File: src/rtl/posit_mul_sched_pkg.sv
// Shared definitions for the posit_mul scheduler: posit constants,
// scheduler FSM encoding and the captured-response record.
package posit_pkg;

  localparam int              POSIT_W    = 32;
  localparam logic [32-1:0]   POSIT_NAR  = 32'h8000_0000;
  localparam logic [32-1:0]   POSIT_ZERO = 32'h0000_0000;

  typedef enum logic [1:0] {
    S_IDLE  = 2'd0,
    S_ISSUE = 2'd1,
    S_WAIT  = 2'd2,
    S_RESP  = 2'd3
  } sched_state_e;

  // Everything returned to a requester alongside its ID.
  typedef struct packed {
    logic [POSIT_W-1:0] result;
    logic               nar;
    logic               zero;
    logic               err;
  } resp_t;

endpackage

File: src/rtl/posit_mul_sched_rr_arbiter.sv
// rr_arbiter: combinational round-robin pick. Grants the first set request
// at or after ptr, wrapping modulo N, using a double-width priority mask.
module rr_arbiter #(
  parameter int N   = 4,
  parameter int IDW = $clog2(N)
) (
  input  logic [N-1:0]   req,
  input  logic [IDW-1:0] ptr,
  output logic [N-1:0]   gnt,
  output logic [IDW-1:0] gnt_id,
  output logic           any
);

  localparam logic [2*N-1:0] ONE = {{(2*N-1){1'b0}}, 1'b1};

  logic [2*N-1:0] req_dbl;
  logic [2*N-1:0] below_ptr;
  logic [2*N-1:0] masked;
  logic [2*N-1:0] first;

  // Mask off requests below ptr in the lower copy; the upper copy supplies the wrap.
  always_comb begin
    // NOTE: every variable written here gets a value before any conditional
    // logic, so no path through the block can leave it unassigned (no latch).
    req_dbl   = {req, req};
    below_ptr = (ONE << ptr) - ONE;
    masked    = req_dbl & ~below_ptr;
    first     = masked & (~masked + ONE);
    gnt       = first[N-1:0] | first[2*N-1:N];
    gnt_id    = '0;
    for (int i = 0; i < N; i++) begin
      if (gnt[i]) gnt_id = IDW'(i);
    end
  end

  assign any = |req;

endmodule

File: src/rtl/posit_mul_sched.sv
// posit_mul_sched: shares one posit_mul datapath among NREQ requesters.
// Round-robin grant, one multiplier job per grant, response tagged with the
// requester ID, and a watchdog that flushes a hung multiplier and answers NaR.
module posit_mul_sched
  import posit_pkg::*;
#(
  parameter int NREQ    = 4,
  parameter int IDW     = 2,
  parameter int TIMEOUT = 256
) (
  input  logic                    clk,
  input  logic                    rst,
  input  logic [NREQ-1:0]         req_valid,
  input  logic [NREQ*POSIT_W-1:0] req_a,
  input  logic [NREQ*POSIT_W-1:0] req_b,
  output logic [NREQ-1:0]         req_ready,
  output logic                    mul_start,
  output logic [POSIT_W-1:0]      mul_a,
  output logic [POSIT_W-1:0]      mul_b,
  input  logic                    mul_done,
  input  logic [POSIT_W-1:0]      mul_result,
  input  logic                    mul_nar,
  input  logic                    mul_zero,
  output logic                    mul_flush,
  output logic                    resp_valid,
  input  logic                    resp_ready,
  output logic [IDW-1:0]          resp_id,
  output logic [POSIT_W-1:0]      resp_result,
  output logic                    resp_nar,
  output logic                    resp_zero,
  output logic                    resp_err,
  output logic                    busy,
  output logic [7:0]              err_cnt
);

  localparam int             WDW     = $clog2(TIMEOUT);
  localparam logic [WDW-1:0] WD_LAST = WDW'(TIMEOUT - 1);
  localparam logic [IDW-1:0] LAST_ID = IDW'(NREQ - 1);
  localparam logic [7:0]     ERR_MAX = 8'hFF;

  sched_state_e       state_q, state_d;
  logic [IDW-1:0]     ptr_q;
  logic [IDW-1:0]     id_q;
  logic [POSIT_W-1:0] a_q, b_q;
  resp_t              resp_q;
  logic               done_q;
  logic [WDW-1:0]     wd_q;
  logic [7:0]         err_cnt_q;

  logic [NREQ-1:0]    arb_gnt;
  logic [IDW-1:0]     arb_id;
  logic               arb_any;

  logic               grant;
  logic               capture;
  logic               timeout;
  logic               complete;
  logic               wd_at_limit;

  rr_arbiter #(
    .N   (NREQ),
    .IDW (IDW)
  ) u_arb (
    .req    (req_valid),
    .ptr    (ptr_q),
    .gnt    (arb_gnt),
    .gnt_id (arb_id),
    .any    (arb_any)
  );

  // Only a fresh rising edge of done counts; a level left over from the
  // previous job is masked by its registered copy.
  assign complete    = mul_done & ~done_q;
  assign wd_at_limit = (wd_q == WD_LAST);

  // Next state and single-cycle strobes; completion beats a same-cycle timeout.
  always_comb begin
    state_d = state_q;
    grant   = 1'b0;
    capture = 1'b0;
    timeout = 1'b0;
    case (state_q)
      S_IDLE: begin
        if (arb_any) begin
          grant   = 1'b1;
          state_d = S_ISSUE;
        end
      end
      S_ISSUE: state_d = S_WAIT;
      S_WAIT: begin
        if (complete) begin
          capture = 1'b1;
          state_d = S_RESP;
        end else if (wd_at_limit) begin
          timeout = 1'b1;
          state_d = S_RESP;
        end
      end
      S_RESP: begin
        if (resp_ready) state_d = S_IDLE;
      end
      default: state_d = S_IDLE;
    endcase
  end

  // The grant is combinational from req_valid, so it is held off while reset is asserted.
  assign req_ready   = (grant && !rst) ? arb_gnt : '0;
  assign mul_start   = (state_q == S_ISSUE);
  assign mul_flush   = timeout;
  assign mul_a       = a_q;
  assign mul_b       = b_q;
  assign resp_valid  = (state_q == S_RESP);
  assign resp_id     = id_q;
  assign resp_result = resp_q.result;
  assign resp_nar    = resp_q.nar;
  assign resp_zero   = resp_q.zero;
  assign resp_err    = resp_q.err;
  assign busy        = (state_q != S_IDLE);
  assign err_cnt     = err_cnt_q;

  // FSM state register.
  always_ff @(posedge clk or posedge rst) begin
    // NOTE: state is updated with <= so every register samples the same
    // pre-edge values regardless of block ordering.
    if (rst) state_q <= S_IDLE;
    else     state_q <= state_d;
  end

  // Grant bookkeeping: operands, requester ID and the round-robin pointer.
  always_ff @(posedge clk or posedge rst) begin
    // NOTE: the datapath registers are reset too, because they drive outputs
    // that must read zero out of reset; a dropped job leaves nothing behind.
    if (rst) begin
      a_q   <= POSIT_ZERO;
      b_q   <= POSIT_ZERO;
      id_q  <= '0;
      ptr_q <= '0;
    end else if (grant) begin
      a_q   <= req_a[arb_id*POSIT_W +: POSIT_W];
      b_q   <= req_b[arb_id*POSIT_W +: POSIT_W];
      id_q  <= arb_id;
      ptr_q <= (arb_id == LAST_ID) ? '0 : arb_id + 1'b1;
    end
  end

  // Registered copy of mul_done, sampled every cycle for edge detection.
  always_ff @(posedge clk or posedge rst) begin
    if (rst) done_q <= 1'b0;
    else     done_q <= mul_done;
  end

  // Watchdog: cleared on issue, counts WAIT cycles up to the limit.
  always_ff @(posedge clk or posedge rst) begin
    if (rst) begin
      wd_q <= '0;
    end else if (state_q == S_ISSUE) begin
      wd_q <= '0;
    end else if (state_q == S_WAIT && !complete && !wd_at_limit) begin
      wd_q <= wd_q + 1'b1;
    end
  end

  // Response capture: multiplier outputs on completion, NaR + error on timeout.
  always_ff @(posedge clk or posedge rst) begin
    if (rst) begin
      resp_q <= '{result: POSIT_ZERO, nar: 1'b0, zero: 1'b0, err: 1'b0};
    end else if (capture) begin
      resp_q <= '{result: mul_result, nar: mul_nar, zero: mul_zero, err: 1'b0};
    end else if (timeout) begin
      resp_q <= '{result: POSIT_NAR, nar: 1'b1, zero: 1'b0, err: 1'b1};
    end
  end

  // Saturating count of watchdog timeouts.
  always_ff @(posedge clk or posedge rst) begin
    if (rst)                              err_cnt_q <= '0;
    else if (timeout && err_cnt_q != ERR_MAX) err_cnt_q <= err_cnt_q + 1'b1;
  end

endmodule

File: config.mk
export PLATFORM = sky130hd
export DESIGN_NAME = posit_mul_sched
export DESIGN_NICKNAME = d
export VERILOG_FILES = /design/src/rtl/posit_mul_sched_pkg.sv /design/src/rtl/posit_mul_sched_rr_arbiter.sv /design/src/rtl/posit_mul_sched.sv
export SDC_FILE = /design/constraint.sdc
export NUM_CORES = 1
export LEC_CHECK = 0
export CORE_AREA = 2 2 163 165
export CTS_BUF_LIST = sky130_fd_sc_hd__clkbuf_8 sky130_fd_sc_hd__clkbuf_16
export DETAILED_ROUTE_END_ITERATION = 10
export DIE_AREA = 0 0 165 167
export HOLD_SLACK_MARGIN = 0.03
export PLACE_DENSITY_LB_ADDON = 0.15
export SYNTH_ARGS = -nofsm -noshare
export SYNTH_HDL_FRONTEND = slang
export SYNTH_SLANG_ARGS = --single-unit
File: constraint.sdc
create_clock -name clk -period 14.3 [get_ports clk]
set_clock_uncertainty 0.15 [all_clocks]
set_input_delay 4.29 -clock clk [delete_from_list [all_inputs] [get_ports clk]]
set_output_delay 4.29 -clock clk [all_outputs]
set_load 0.02 [all_outputs]
==> summary.md <==
| Metric | Value |
|---|---|
| Status | finished, final reports clean |
| Post-synth top area share | 0.4176 |
| Post-Syn Instances | 746 |
| Multi-input logic area | 3836 um2 |
| Worst hold start | resp_id[0] |
| Post-synth top cells | nor2_1, dfrtp_1, a21oi_1 |
| Final Power | 2626 uW |
| Critical Path Start | req_valid[0] |
| Final Hold Fails | 0 |
| Worst Tran Pin Value | 1.133 ns |
| Pwr/cell area | 215.6 nW/um2 |
| Area growth syn-to-layout | 66.59% |
| Setup bufs post-CTS | 0 |
| CORE AREA | 25760 um2 |
| Initial antenna violation count | 5 |
| R2R Path Start | ptr_q[0] |
| Worst Path Required | 9.86 ns |
| Synth Register Bits | 122 |
| Critical path endpoint | req_ready[1] |
| First-pass GRT wire length | 47.93 mm |
| H-tree levels | 4 |
| Setup slack after layout | 3.357 ns |
| Die area | 27560 um2 |
| Largest area contributor in the synthesized netlist | dfrtp_1 |
| Synth warn | 0 |
| GRT met1 Usage | 0.2871 |
| Vias in the first global route | 7841 |
| Post-Syn Area | 7311 um2 |
| Worst Path Arrival | 6.50 ns |
| Max Cap Viol | 0 |
| Post-synthesis cell type count | 47 |
| Post-CTS resize count | 0 |
| CTS tree | built |
| CTS Hold Buffers Added | 0 |
| Storage cell area | 3053 um2 |
| Post-DP HPWL | 22.16 mm |
| Reg2Reg Depth | 8 |
| Clock Path Buffers | 2 |
| Syn avg cell area | 9.800 um2 |
| Grt met2 use | 0.3678 |
| Final wirelength | 32.95 mm |
| Sequential share of power | 0.243 |
| First-pass detailed-route iteration total | 6 |
| Critical path class | input pin to output port |
| Initial Utilization | 0.2838 |
| Clock root buffer | clkbuf_16 |
| Final core utilization | 0.4727 |
| Clock power share | 0.162 |
| CTS clk-pin slew, worst paths | 0.06 ns |
| Tot GR Track Use | 0.2296 |
| HP Class | register to register |
| Seq/Total Area, Yosys | 0.4176 |
| Drc violations | 0 |
| Internal power | 1475 uW |
| Top post-synthesis cells by area | dfrtp_1, a2bb2oi_2, o221ai_1 |
| Die X | 165 um |
| Sw frac | 0.4385 |
| Most common cell in the synthesized netlist | nor2_1 |
| Final setup viols | 0 |
| Io pins | 415 |
| Comb pwr share | 0.595 |
| Clk Latency, worst-skew pair | 0.42 ns |
| Final period util | 0.7653 |
| Post-synth EDFFs | 0 |
| Reg2Reg Setup Slack | 10.75 ns |
| Layout cells sized above 1 | 0.1073 |
| Starting DRT DRC Count | 442 |
| PortBufs | 414 |
| Vias per cell | 5.300 |
| Dpl ws | 3.328 ns |
| Die H | 167 um |
| Cell Rows | 59 |
| Peak supply drop | 0.0001071 V |
| Psw | 1152 uW |
| Total CTS buffers | 17 |
| GR peak layer | met2 |
| Layout Nets | 1420 |
| Worst setup SP type | input pin |
| Placer Congestion | 0.8227 |
| Setup TNS | 0 ns |
| CP Max Fanout | 9 |
| Critical Path Sink Type | output port |
| Lkg Pwr | 0.004737 uW |
| Number of antenna-violating nets in the routed design | 0 |
| Fin. max-slew vios | 0 |
| DR vias | 7780 |
| Largest net degree at the start of global routing | 72 |
| RSZ-0062 raised after global routing | no |
| Post-synth ARST share | 1.000 |
| Max-slew headroom | 0.2447 |
| Met3 Track Usage GR | 0.06824 |
| # clock sinks | 122 |
| Layout fillers | 2526 |
| Maximum clock rate | 0.09138 GHz |
| Post-route minimum period | 10.94 ns |
| Mapped Nets | 1051 |
| Synth Flop Type | dfrtp_1 |
| Worst flop-to-flop path endpoint | mul_b[9] |
| Global route overflow | 0 |
| Wirelength per Cell | 22.45 um |
## power by group through the flow
stage,combinational [uW],clock (uW),sequential [uW]
final,1560,425,637
after global routing,1670,454,659
after CTS,1580,440,637
after detailed placement,1580,0,638
after floorplan,811,0,790
after global placement,1570,0,638
## sequential cells by signal, summed over array words and instances, names as in the netlist
name and cells:
resp_nar 1, mul_b 32, resp_result 32, done_q 1
resp_zero 1, resp_err 1, ptr_q 2, err_cnt 8
resp_id 2, mul_a 32, wd_q 8, state_q 2
## through the flow
step	hold slack (ns)	area, um2	std cells
after floorplan	0.3605	7311	746
after global placement	0.3168	11590	1431
after detailed placement	0.3255	11590	1431
after CTS	0.3429	12170	1463
after global routing	0.3643	12180	1468
final	0.3371	12180	1468
## cell type report
cell class	instances	area share
flip-flops and latches	122	0.2507
inverters	13	0.004212
multi-input cells	535	0.3150
well taps	335	0.03442
clock buffers	19	0.03719
repair buffers	426	0.3476
diodes	5	0.001027
clock inverters	13	0.009862
## worst max-delay path, cell delays in order
cell	delay, ns
clkdlybuf4s50_1	0.59
or4_1	0.62
and2_2	0.22
and3_1	0.17
clkdlybuf4s50_1	0.60
## logic make-up (layout without fill, tap and decap cells)
group | Yosys count | count (layout) | share of synthesized area
buffers and inverters | 89 | 471 | 0.06213
adders and majority gates | 7 | 7 | 0.01198
and+or+nand+nor | 201 | 201 | 0.1224
DFF | 122 | 122 | 0.4176
AOI/OAI and AO/OA | 311 | 311 | 0.3659
muxes | 3 | 3 | 0.004450
xor gates and xnor gates | 13 | 13 | 0.01557
other | 0 | 5 | 0
## layout by cell type (no fill, tap or decap), types with 4 or more instances in the layout
cell,netlist,layout
a211o_1,4,4
a21oi_1,73,73
a22o_1,32,32
a2bb2oi_2,60,60
a31oi_1,4,4
buf_4,1,12
clkbuf_16,0,17
clkdlybuf4s50_1,0,414
clkinvlp_4,0,6
dfrtp_1,122,122
diode_2,0,5
ha_1,7,7
inv_1,13,12
nand2_1,14,14
nand2b_1,6,6
nand4_1,4,4
nor2_1,143,142
nor3_1,12,11
o221ai_1,65,65
o22ai_1,60,60
xnor2_1,10,10
## layer usage
metal	part of all wire	up-vias
li1	-	3585
met1	0.40	3804
met2	0.48	342
met3	0.089	49
met4	0.031	0
met5	0	-
## worst min path at each step
stage                                  to  slack (ns)  depth (start not counted)
after global placement         resp_id[1]        0.32                          2
final                          resp_id[0]        0.34                          1
after floorplan                   wd_q[7]        0.36                          2
after detailed placement       resp_id[1]        0.33                          2
after CTS                      resp_id[0]        0.34                          1
after global routing      resp_result[22]        0.36                          1
(Power assumes the default switching activity.)
